## src/rtl/ir_guard_ctrl.sv

```systemverilog
// ir_guard_ctrl: duty-cycles the IR emitters, debounces the three line sensors at
// the end of each emitter-on window, and counts center-line crossings per move.
module ir_guard_ctrl #(
    parameter bit FAST_SIM   = 1'b1,
    parameter int DB_SAMPLES = 2
) (
    input  logic       clk,
    input  logic       rst_n,
    input  logic       ir_enable,
    input  logic       move_start,
    input  logic [2:0] num_sqrs,
    input  logic       move_abort,
    input  logic       lftIR_n,
    input  logic       rghtIR_n,
    input  logic       cntrIR_n,
    output logic       IR_en,
    output logic       lftIR,
    output logic       rghtIR,
    output logic       cntrIR,
    output logic       lft_rise,
    output logic       rght_rise,
    output logic       cntr_rise,
    output logic       busy,
    output logic       move_done,
    output logic [3:0] xings,
    output logic [1:0] dbg_state_o
);
    localparam int              PERIOD  = FAST_SIM ? 512 : 4096;
    localparam int              PW      = $clog2(PERIOD);
    localparam logic [PW-1:0]   ON_LAST = PW'(PERIOD / 4 - 1);
    localparam logic [2:0]      DB_TH   = 3'(DB_SAMPLES);

    typedef enum logic [1:0] {S_IDLE, S_ON, S_SAMPLE, S_OFF} state_t;

    // Channel vectors are ordered {lft, rght, cntr}.
    logic [2:0]      meta_q, sync_q, s_raw;
    logic [PW-1:0]   ph_q, ph_d;
    state_t          state_q, state_d;
    logic [2:0]      lvl_q, lvl_d, rise_q, rise_d;
    logic [2:0][2:0] cnt_q, cnt_d;
    logic            busy_q, busy_d, done_q, done_d;
    logic [3:0]      xings_q, xings_d, xings_inc, target_q, target_d;
    logic            active;

    assign active = ir_enable | busy_q;
    assign s_raw  = ~sync_q;
    assign ph_d   = active ? ph_q + PW'(1) : '0;

    always_comb begin
        state_d = S_IDLE;
        if (active) begin
            if (ph_q == ON_LAST)     state_d = S_SAMPLE;
            else if (ph_q < ON_LAST) state_d = S_ON;
            else                     state_d = S_OFF;
        end
    end

    // A sample only moves the level after DB_SAMPLES consecutive disagreements.
    always_comb begin
        lvl_d  = lvl_q;
        cnt_d  = cnt_q;
        rise_d = '0;
        if (!active) begin
            lvl_d = '0;
            cnt_d = '0;
        end else if (state_q == S_SAMPLE) begin
            for (int i = 0; i < 3; i++) begin
                if (s_raw[i] == lvl_q[i]) begin
                    cnt_d[i] = '0;
                end else if (cnt_q[i] + 3'd1 == DB_TH) begin
                    lvl_d[i]  = s_raw[i];
                    cnt_d[i]  = '0;
                    rise_d[i] = s_raw[i];
                end else begin
                    cnt_d[i] = cnt_q[i] + 3'd1;
                end
            end
        end
    end

    // Pulses (rises, move_done) are single-cycle with no back-pressure; a
    // completing crossing beats an abort, a new start beats both.
    always_comb begin
        xings_inc = (xings_q == 4'hF) ? 4'hF : xings_q + 4'd1;
        busy_d    = busy_q;
        xings_d   = xings_q;
        target_d  = target_q;
        done_d    = 1'b0;
        if (move_start) begin
            target_d = {num_sqrs, 1'b0};
            xings_d  = '0;
            busy_d   = (num_sqrs != 3'd0);
            done_d   = (num_sqrs == 3'd0);
        end else if (busy_q && rise_q[0] && xings_inc == target_q) begin
            xings_d = xings_inc;
            done_d  = 1'b1;
            busy_d  = 1'b0;
        end else if (move_abort) begin
            busy_d = 1'b0;
        end else if (busy_q && rise_q[0]) begin
            xings_d = xings_inc;
        end
    end

    always_ff @(posedge clk) begin
        if (!rst_n) begin
            meta_q   <= '1;
            sync_q   <= '1;
            ph_q     <= '0;
            state_q  <= S_IDLE;
            lvl_q    <= '0;
            cnt_q    <= '0;
            rise_q   <= '0;
            busy_q   <= 1'b0;
            done_q   <= 1'b0;
            xings_q  <= '0;
            target_q <= '0;
        end else begin
            meta_q   <= {lftIR_n, rghtIR_n, cntrIR_n};
            sync_q   <= meta_q;
            ph_q     <= ph_d;
            state_q  <= state_d;
            lvl_q    <= lvl_d;
            cnt_q    <= cnt_d;
            rise_q   <= rise_d;
            busy_q   <= busy_d;
            done_q   <= done_d;
            xings_q  <= xings_d;
            target_q <= target_d;
        end
    end

    assign IR_en                            = (state_q == S_ON) || (state_q == S_SAMPLE);
    assign {lftIR, rghtIR, cntrIR}          = lvl_q;
    assign {lft_rise, rght_rise, cntr_rise} = rise_q;
    assign busy                             = busy_q;
    assign move_done                        = done_q;
    assign xings                            = xings_q;
    assign dbg_state_o                      = state_q;
endmodule

```

## config.mk

```make
export PLATFORM = sky130hd
export DESIGN_NAME = ir_guard_ctrl
export DESIGN_NICKNAME = d
export VERILOG_FILES = /design/src/rtl/ir_guard_ctrl.sv
export SDC_FILE = /design/constraint.sdc
export NUM_CORES = 1
export LEC_CHECK = 0
export BUFFER_PORTS_ARGS = -buffer_cell sky130_fd_sc_hd__buf_4
export CAP_MARGIN = 0
export CORE_MARGIN = 1
export CORE_UTILIZATION = 30
export CTS_BUF_LIST = sky130_fd_sc_hd__clkbuf_8
export DETAILED_ROUTE_END_ITERATION = 12
export SLEW_MARGIN = 20
export SYNTH_ARGS = -nofsm -noshare
export SYNTH_HDL_FRONTEND = slang
export SYNTH_SLANG_ARGS = --single-unit
```

## constraint.sdc

```tcl
create_clock -name clk -period 2.1 [get_ports clk]
set_clock_uncertainty 0.1 [all_clocks]
set_input_delay 0.105 -clock clk [delete_from_list [all_inputs] [get_ports clk]]
set_output_delay 0.105 -clock clk [all_outputs]
set_load 0.05 [all_outputs]
```

Word level (Yosys, flattened, before mapping)
Index checks and enable logic that the tools add are counted.
- flip-flop bits (word level): 41
- bits of input ports: 11
- output and inout bits: 15
- bitwise operators: 11
- mux-type cells: 17
- order comparisons: 1
- reductions and logical operators: 17
- add/subtract/negate cells: 5
- eq/ne operators: 12
- operators with widths (operator ; count):
    $mux W3 ; 6
    $mux W4 ; 4
    $reduce_or A5 Y1 ; 3
    $add A3 B1 Y3 const B ; 3
    $add A9 B1 Y9 const B ; 1
    $eq A3 B2 Y1 const B ; 3
    $eq A9 B7 Y1 const B ; 1
    $lt A9 B7 Y1 const B ; 1
    $not A1 Y1 ; 9
    $reduce_and A3 Y1 ; 3
    $reduce_bool A3 Y1 ; 2
    $mux W1 ; 5
    $add A4 B1 Y4 const B ; 1
    $eq A4 B4 Y1 ; 1
    $eq A4 B4 Y1 const B ; 1
    $mux W2 ; 2
    $reduce_and A2 Y1 ; 2
    $eq A1 B1 Y1 ; 3
    $logic_not A3 Y1 ; 1
    $not A3 Y3 ; 1
    $reduce_or A3 Y1 ; 1
    $eq A2 B1 Y1 const B ; 1
    $eq A2 B2 Y1 const B ; 1
    $logic_and A1 B1 Y1 ; 2
    5 further kinds ; 5

Logic depth before layout (Yosys ltp)
Gate-level depths: netlist of run 1.
- depth in word-level cells: 6
- depth in mapped cells: 7
- depth with buffers taken out: 7

Least setup slack after synthesis of run 1
No wires, ideal clock.
- path kind: flip-flop to flip-flop
- start: register xings_q[0] (netlist: xings[0])
- end: register xings_q[3] (netlist: xings[3])
- path slack: -0.212 ns
- path buffers: 0
- required time: 1.909 ns
- period minus slack after synthesis: 2.312 ns
- arrival: 2.122 ns
- cell stages (with the launch flop): 8
- cells stage by stage: dfxtp_1 ha_1 xnor2_1 nand4_1 nor4_4 a22o_4 a21oi_1 a311oi_1
- word-level cells in the longest chain between the ends: 6
- ends and longest elaborated chain (element ; line ; text):
    start, declared ; 42 ; logic [3:0] xings_q, xings_d, xings_inc, target_q, target_d;
    start signal, assigned ; 128 ; xings_q <= xings_d;
    $add A4 B1 Y4 or $eq A4 B4 Y1 (tied branches) ; 84 ; xings_inc = (xings_q == 4'hF) ? 4'hF : xings_q + 4'd1;
    $mux W4 * ; 84 ;
    $eq A4 B4 Y1 ; 94 ; end else if (busy_q && rise_q[0] && xings_inc == target_q) begin
    $logic_and A1 B1 Y1 ; 94 ;
    $ne A2 B1 Y1 (no source line) or $reduce_bool A2 Y1 (tied branches) ; -- ;
    $reduce_and A2 Y1 (no source line) ; -- ;
Every way passes the cells marked *; elsewhere a longest branch is shown, timed or not. The select of a mux whose other input is x is not followed.
A chain may end at the register's enable or synchronous reset.

Worst setup path after layout of run 1
Same ends and word-level chain as after synthesis.

==> flow_summary_export.csv, run 1 <==
group,metric,value,unit
cells_and_area,final_cell_mix,"dfxtp_1 (39), nor2_1 (31), buf_4 (28)",
cells_and_area,syn_to_final_growth,26.82,%
cts,clockRootBuffer,"clkbuf_8",
cells_and_area,final_nets,263,
placed_design,finalWeightedCongestion,0.7858,
cts,cts_buffer_depth,2,
yosys,syn_inst,204,
die,die_w,80.28,um
detailed_routing,routed_wl,3450,um
cells_and_area,multi_input_area,984.7,um^2
critical_path,start_kind,"register",
placed_design,io_buffer_count,25,
detailed_routing,wl_per_cell,10.85,um
die,pin_count,26,
critical_path,path_max_fanout,7,
die,die_h,80.28,um
sta,max_freq,0.5096,GHz
yosys,synth.distinct_cells,32,
detailed_routing,route.detailed.drc,0,
power,p_int,1.096,mW
worst_hold_path,hp-class,"input pin to register",
power,power_frac_clock,35.9,%
cts,cts_tree,"done",
die,initial_core_util,31.04,%
cts,htree_levels,2,
sta,slew_viol_final,0,
outcome,status,"finished, final reports clean",
power,sw_frac_of_total,22.31,%
cts,cts_made_buffers,5,
global_route,groute.usage.overall,11.83,%
cells_and_area,fin_cells,318,
sta,fin_crit_sh,93.44,%
cells_and_area,drive_above_1_share,17.70,%
yosys,yosysWarnings,0,
yosys,syn_nets,224,
die,num_rows,28,
global_route,antenna_found_initial,0,
cts,clkLatencyLatePin,290,ps
sta,setup_viol,0,
cells_and_area,diodes,0,
flow_run,cap_viol_max_count,0,
yosys,synth_area_per_cell,9.010,um^2
detailed_routing,drtPass1Iterations,4,
power,power_frac_comb,7.3,%
sta,relSlewSlack,76.30,%
detailed_routing,vias_per_cell,4.566,
detailed_routing,ant_nets,0,
die,core,5921,um^2
sta,worst_slew_pin_slew,354.0,ps
yosys,postSynth.topFlopCell,"dfxtp_1",
critical_path,critical_path_class,"register to register",
power,seq_power_share,56.7,%
power,peakVddDrop,0.2187,mV
placed_design,dpl.cell_count,301,
power,power,1.411,mW
critical_path,worstPathArrival,2060,ps
power,powerDensity,605.1,nW/um^2
detailed_routing,via_count,1452,
yosys,synth_area,1838,um^2
global_route,grt_pass1_wl,5954,um
cells_and_area,n_fill_cell,584,
yosys,ys_seq_area_share,44.66,%
placed_design,dp_hpwl,2381,um
detailed_routing,first_iter_violations,57,
cts,cts_num_sinks,41,
power,p_switching,314.6,uW
global_route,grt_pass1_vias,1313,
global_route,grt_overflow,0,
critical_path,end_kind,"register",
power,power_leakage,0.8826,nW
cells_and_area,layout.area.seq,825.8,um^2
yosys,synth_edf_count,0,
yosys,async_flop_share,0,%
sta,finalHoldViolations,0,
yosys,ys_ff_latch,41,
global_route,grt_max_degree,24,
cts,cts.clk_slew.worst_paths,70,ps
cells_and_area,final_common_cell,"dfxtp_1",
die,die-area,6444,um^2
critical_path,cp.required,2200,ps
sta,fin_crit,1962,ps
worst paths after layout:
path	cells past startpoint	slack, ps	startpoint	end
max	7	140	xings[0]	xings[3]
min	3	40	move_start	busy
max reg2reg	7	140	xings[0]	xings[3]
min reg2reg	1	300	meta_q[1]	sync_q[1]
critical path, stage by stage, from the launching register on:
cell,delay [ps]
dfxtp_4,370
ha_4,280
xnor2_2,100
nand4_1,160
nor4_4,350
a22o_4,220
a21oi_1,70
a311oi_1,230
state kept, by name, summed over array words and instances (netlist names):
register / count
meta_q: 3
lvl_q: 3
rise_q: 3
busy: 1
xings: 4
ph_q: 9
move_done: 1
dbg_state_o: 2
sync_q: 3
cnt_q: 9
target_q: 3
layout make-up:
class | count | share of cell area, %
clock buffer | 6 | 3.543
timing repair buffer | 38 | 13.31
tap | 75 | 4.026
sequential | 41 | 35.43
clock inverter | 1 | 0.1610
multi-input combinational | 149 | 42.24
inverter | 8 | 1.288
per-layer routing:
metal	vias to the layer above	track usage (%)	part of all wire [%]
li1	769	-	-
met1	665	15.19	50
met2	14	19.06	46
met3	4	2.614	2.6
met4	0	4.821	1.4
met5	-	0	0
logic make-up after synthesis:
logic type / synth area share, %
AND/OR/NAND/NOR: 25.32
flip-flops: 44.66
AO/OA/AOI/OAI: 9.394
buffers and inverters: 2.859
XOR/XNOR: 6.195
multiplexers: 5.446
adder cells (fa/ha/maj): 6.127
power groups by stage:
stage / clock network (mW) / logic, mW / registers (mW)
2_1_floorplan: 0 / 0.0463 / 0.827
3_3_place_gp: 0 / 0.0884 / 0.820
3_5_place_dp: 0 / 0.0890 / 0.820
4_1_cts: 0.528 / 0.104 / 0.801
5_1_grt: 0.559 / 0.114 / 0.802
6_report: 0.507 / 0.103 / 0.800
synthesized netlist by cell type (3+ instances only):
master	count	area share (%)
a21oi_1	12	3.3
a311oi_1	4	1.9
and2_1	4	1.4
clkbuf_1	5	1.0
dfxtp_1	41	45
ha_1	9	6.1
inv_1	8	1.6
mux2i_1	10	5.4
nand2_1	13	2.7
nand2b_1	12	4.1
nand3_1	6	1.6
nor2_1	31	6.3
nor2b_1	5	1.7
nor3_1	7	1.9
nor4_1	3	1.0
o21ai_0	5	1.4
xnor2_1	7	3.3
xor2_1	6	2.9
what timing repair did:
item	4_1_cts	5_1_grt
resized for setup	0	3
buffers inserted	0	0
hold endpoints to repair	9	0
hold buffers	10	0
setup endpoints to repair	0	3
per-stage QoR:
| stage | utilization, % | setup TNS (ps) | hold WS (ps) | instance area [um^2] | worst slack, ps |
|---|---|---|---|---|---|
| 5_1_grt | 39.37 | -1.335 | 37.60 | 2331 | -1.335 |
| 4_1_cts | 38.99 | 0 | 33.28 | 2308 | 69.97 |
| 3_3_place_gp | 35.84 | 0 | 195.2 | 2122 | 166.9 |
| 3_5_place_dp | 35.84 | 0 | 197.3 | 2122 | 83.38 |
| 2_1_floorplan | - | 0 | 78.04 | 1841 | 5.839 |
| 6_report | 39.37 | 0 | 43.21 | 2331 | 137.7 |
(Power assumes the default switching activity.)
==> run 2: changes to the inputs <==
--- a/config.mk
+++ b/config.mk
@@ -8,9 +8,10 @@
 export BUFFER_PORTS_ARGS = -buffer_cell sky130_fd_sc_hd__buf_4
 export CAP_MARGIN = 0
 export CORE_MARGIN = 1
-export CORE_UTILIZATION = 30
+export CORE_UTILIZATION = 58
 export CTS_BUF_LIST = sky130_fd_sc_hd__clkbuf_8
 export DETAILED_ROUTE_END_ITERATION = 12
+export PLACE_DENSITY = 0.81
 export SLEW_MARGIN = 20
 export SYNTH_ARGS = -nofsm -noshare
 export SYNTH_HDL_FRONTEND = slang
==> run 2 against run 1 <==
  * Sequential cell count is the same
  * Global-route usage up 11 points
  * Total power down 3.0%
  * Clock power decreased by 8.1%
  * Final area decreased by 3.2%
  * Fmax decreased by 1.3%
  * Critical endpoint is now xings[2]
  * Largest power group unchanged
  * Highest routed layer unchanged
==> flow_summary_export.csv, run 2 (synthesis gave the netlist of run 1 again) <==
group,metric,value,unit
sta,setup_viol,0,
cts,cts_num_sinks,41,
global_route,grt_max_degree,24,
cts,cts.clk_slew.worst_paths,70,ps
placed_design,place_ws,88.43,ps
cts,cts_tree,"done",
worst_hold_path,holdPathEnd,"target_q[2]",
cts,cts_buffer_depth,2,
sta,max_freq,0.5032,GHz
sta,slew_viol_final,0,
critical_path,start_kind,"register",
cells_and_area,final_cell_mix,"dfxtp_1 (39), nor2_1 (31), buf_4 (28)",
cells_and_area,multi_input_area,977.2,um^2
worst_hold_path,whs_path_depth,3,
detailed_routing,routed_wl,3582,um
detailed_routing,ant_nets,0,
critical_path,worstPathArrival,2070,ps
critical_path,end_kind,"register",
outcome,status,"finished, final reports clean",
placed_design,dp_hpwl,2560,um
critical_path,critical_path_class,"register to register",
detailed_routing,first_iter_violations,80,
sta,fin_crit_sh,94.64,%
flow_run,cap_viol_max_count,0,
cells_and_area,syn_to_final_growth,22.74,%
die,initial_core_util,60.70,%
worst_hold_path,hp-class,"input pin to register",
critical_path,reg2regPathDepth,7,
die,die_h,58.30,um
detailed_routing,via_count,1485,
cells_and_area,final_common_cell,"dfxtp_1",
global_route,grt_overflow,0,
power,peakVddDrop,0.5986,mV
global_route,groute.usage.overall,22.77,%
global_route,grt_pass1_wl,5809,um
critical_path,path_max_fanout,7,
worst_hold_path,hp-start,"num_sqrs[1]",
sta,timing.final.ws_setup,112.6,ps
cts,clkLatencyLatePin,290,ps
critical_path,reg2reg_to,"xings[2]",
placed_design,finalWeightedCongestion,0.7603,
sta,relSlewSlack,77.94,%
critical_path,reg2reg_slack,110,ps
sta,rsz0062_at_grt,"false",
cts,htree_levels,2,
cells_and_area,final_nets,261,
sta,worst_slew_pin_slew,328.4,ps
detailed_routing,route.detailed.drc,0,
sta,tns,0,ps
cts,clockRootBuffer,"clkbuf_8",
critical_path,r2r-start,"xings[0]",
cells_and_area,n_fill_cell,228,
sta,fin_crit,1987,ps
global_route,antenna_found_initial,0,
detailed_routing,drtPass1Iterations,4,
power,power,1.368,mW
detailed_routing,wl_per_cell,12.52,um
sta,finalHoldViolations,0,
cts,cts_made_buffers,5,
die,pin_count,26,
power,power_leakage,0.8758,nW
critical_path,crit_path_start,"xings[0]",
die,die_w,58.30,um
cells_and_area,layout.area.seq,823.3,um^2
placed_design,io_buffer_count,25,
cells_and_area,drive_above_1_share,16.94,%
die,die-area,3398,um^2
global_route,grt_pass1_vias,1434,
cells_and_area,diodes,0,
critical_path,cp.required,2180,ps
power,powerDensity,606.6,nW/um^2
detailed_routing,vias_per_cell,5.192,
die,core,3028,um^2
die,num_rows,20,
==> run 2: how the worst max path moves through the flow <==
stage / to / slack (ps) / cells after the start
finish: xings[2] / 110 / 7
global route: xings[3] / 40 / 7
CTS: xings[3] / 70 / 7
detailed placement: xings[3] / 90 / 7
global placement: xings[2] / 190 / 7
floorplan: xings[3] / 6 / 7
==> run 2: cell type report <==
cell class,instances,area share (%)
sequential,41,36.49
tap,44,2.440
clock buffer,5,3.050
clock inverter,3,0.4992
timing repair buffer,36,12.87
multi-input combinational,149,43.32
inverter,8,1.331
==> run 2: routing by layer <==
| layer | vias up | wire length, um | global-route usage (%) |
|---|---|---|---|
| li1 | 762 | - | - |
| met1 | 691 | 1525 | 24.68 |
| met2 | 26 | 1882 | 41.87 |
| met3 | 6 | 123 | 6.593 |
| met4 | 0 | 49 | 8.503 |
| met5 | - | 0 | 0 |
==> run 2: power breakdown <==
part,internal [mW],switching (mW)
clock network,0.221,0.245
registers,0.792,0.0106
logic,0.0468,0.0531
total,1.06,0.309
==> run 2: worst max-delay path, stage by stage, from the launching register on <==
cell and delay [ps]:
dfxtp_2 410, ha_4 230, xnor2_1 140, nand4_1 160, nor4_4 340, a22o_4 220, and4b_2 230, nor3_2 40
==> run 2: repair_timing <==
action	4_1_cts	5_1_grt
hold buffers	8	0
setup endpoints to repair	0	2
setup buffers	0	1
gates resized for setup	0	2
hold endpoints to repair	7	0
==> run 2: stage by stage <==
| step | util [%] | cells | hold slack [ps] | instance area (um^2) |
|---|---|---|---|---|
| after global placement | 68.55 | 269 | 194.7 | 2076 |
| after floorplan | - | 204 | 78.04 | 1841 |
| after detailed placement | 68.55 | 269 | 197.2 | 2076 |
| final | 74.50 | 286 | 5.564 | 2256 |
| after global routing | 74.50 | 286 | 10.08 | 2256 |
| after CTS | 73.84 | 285 | 7.195 | 2236 |
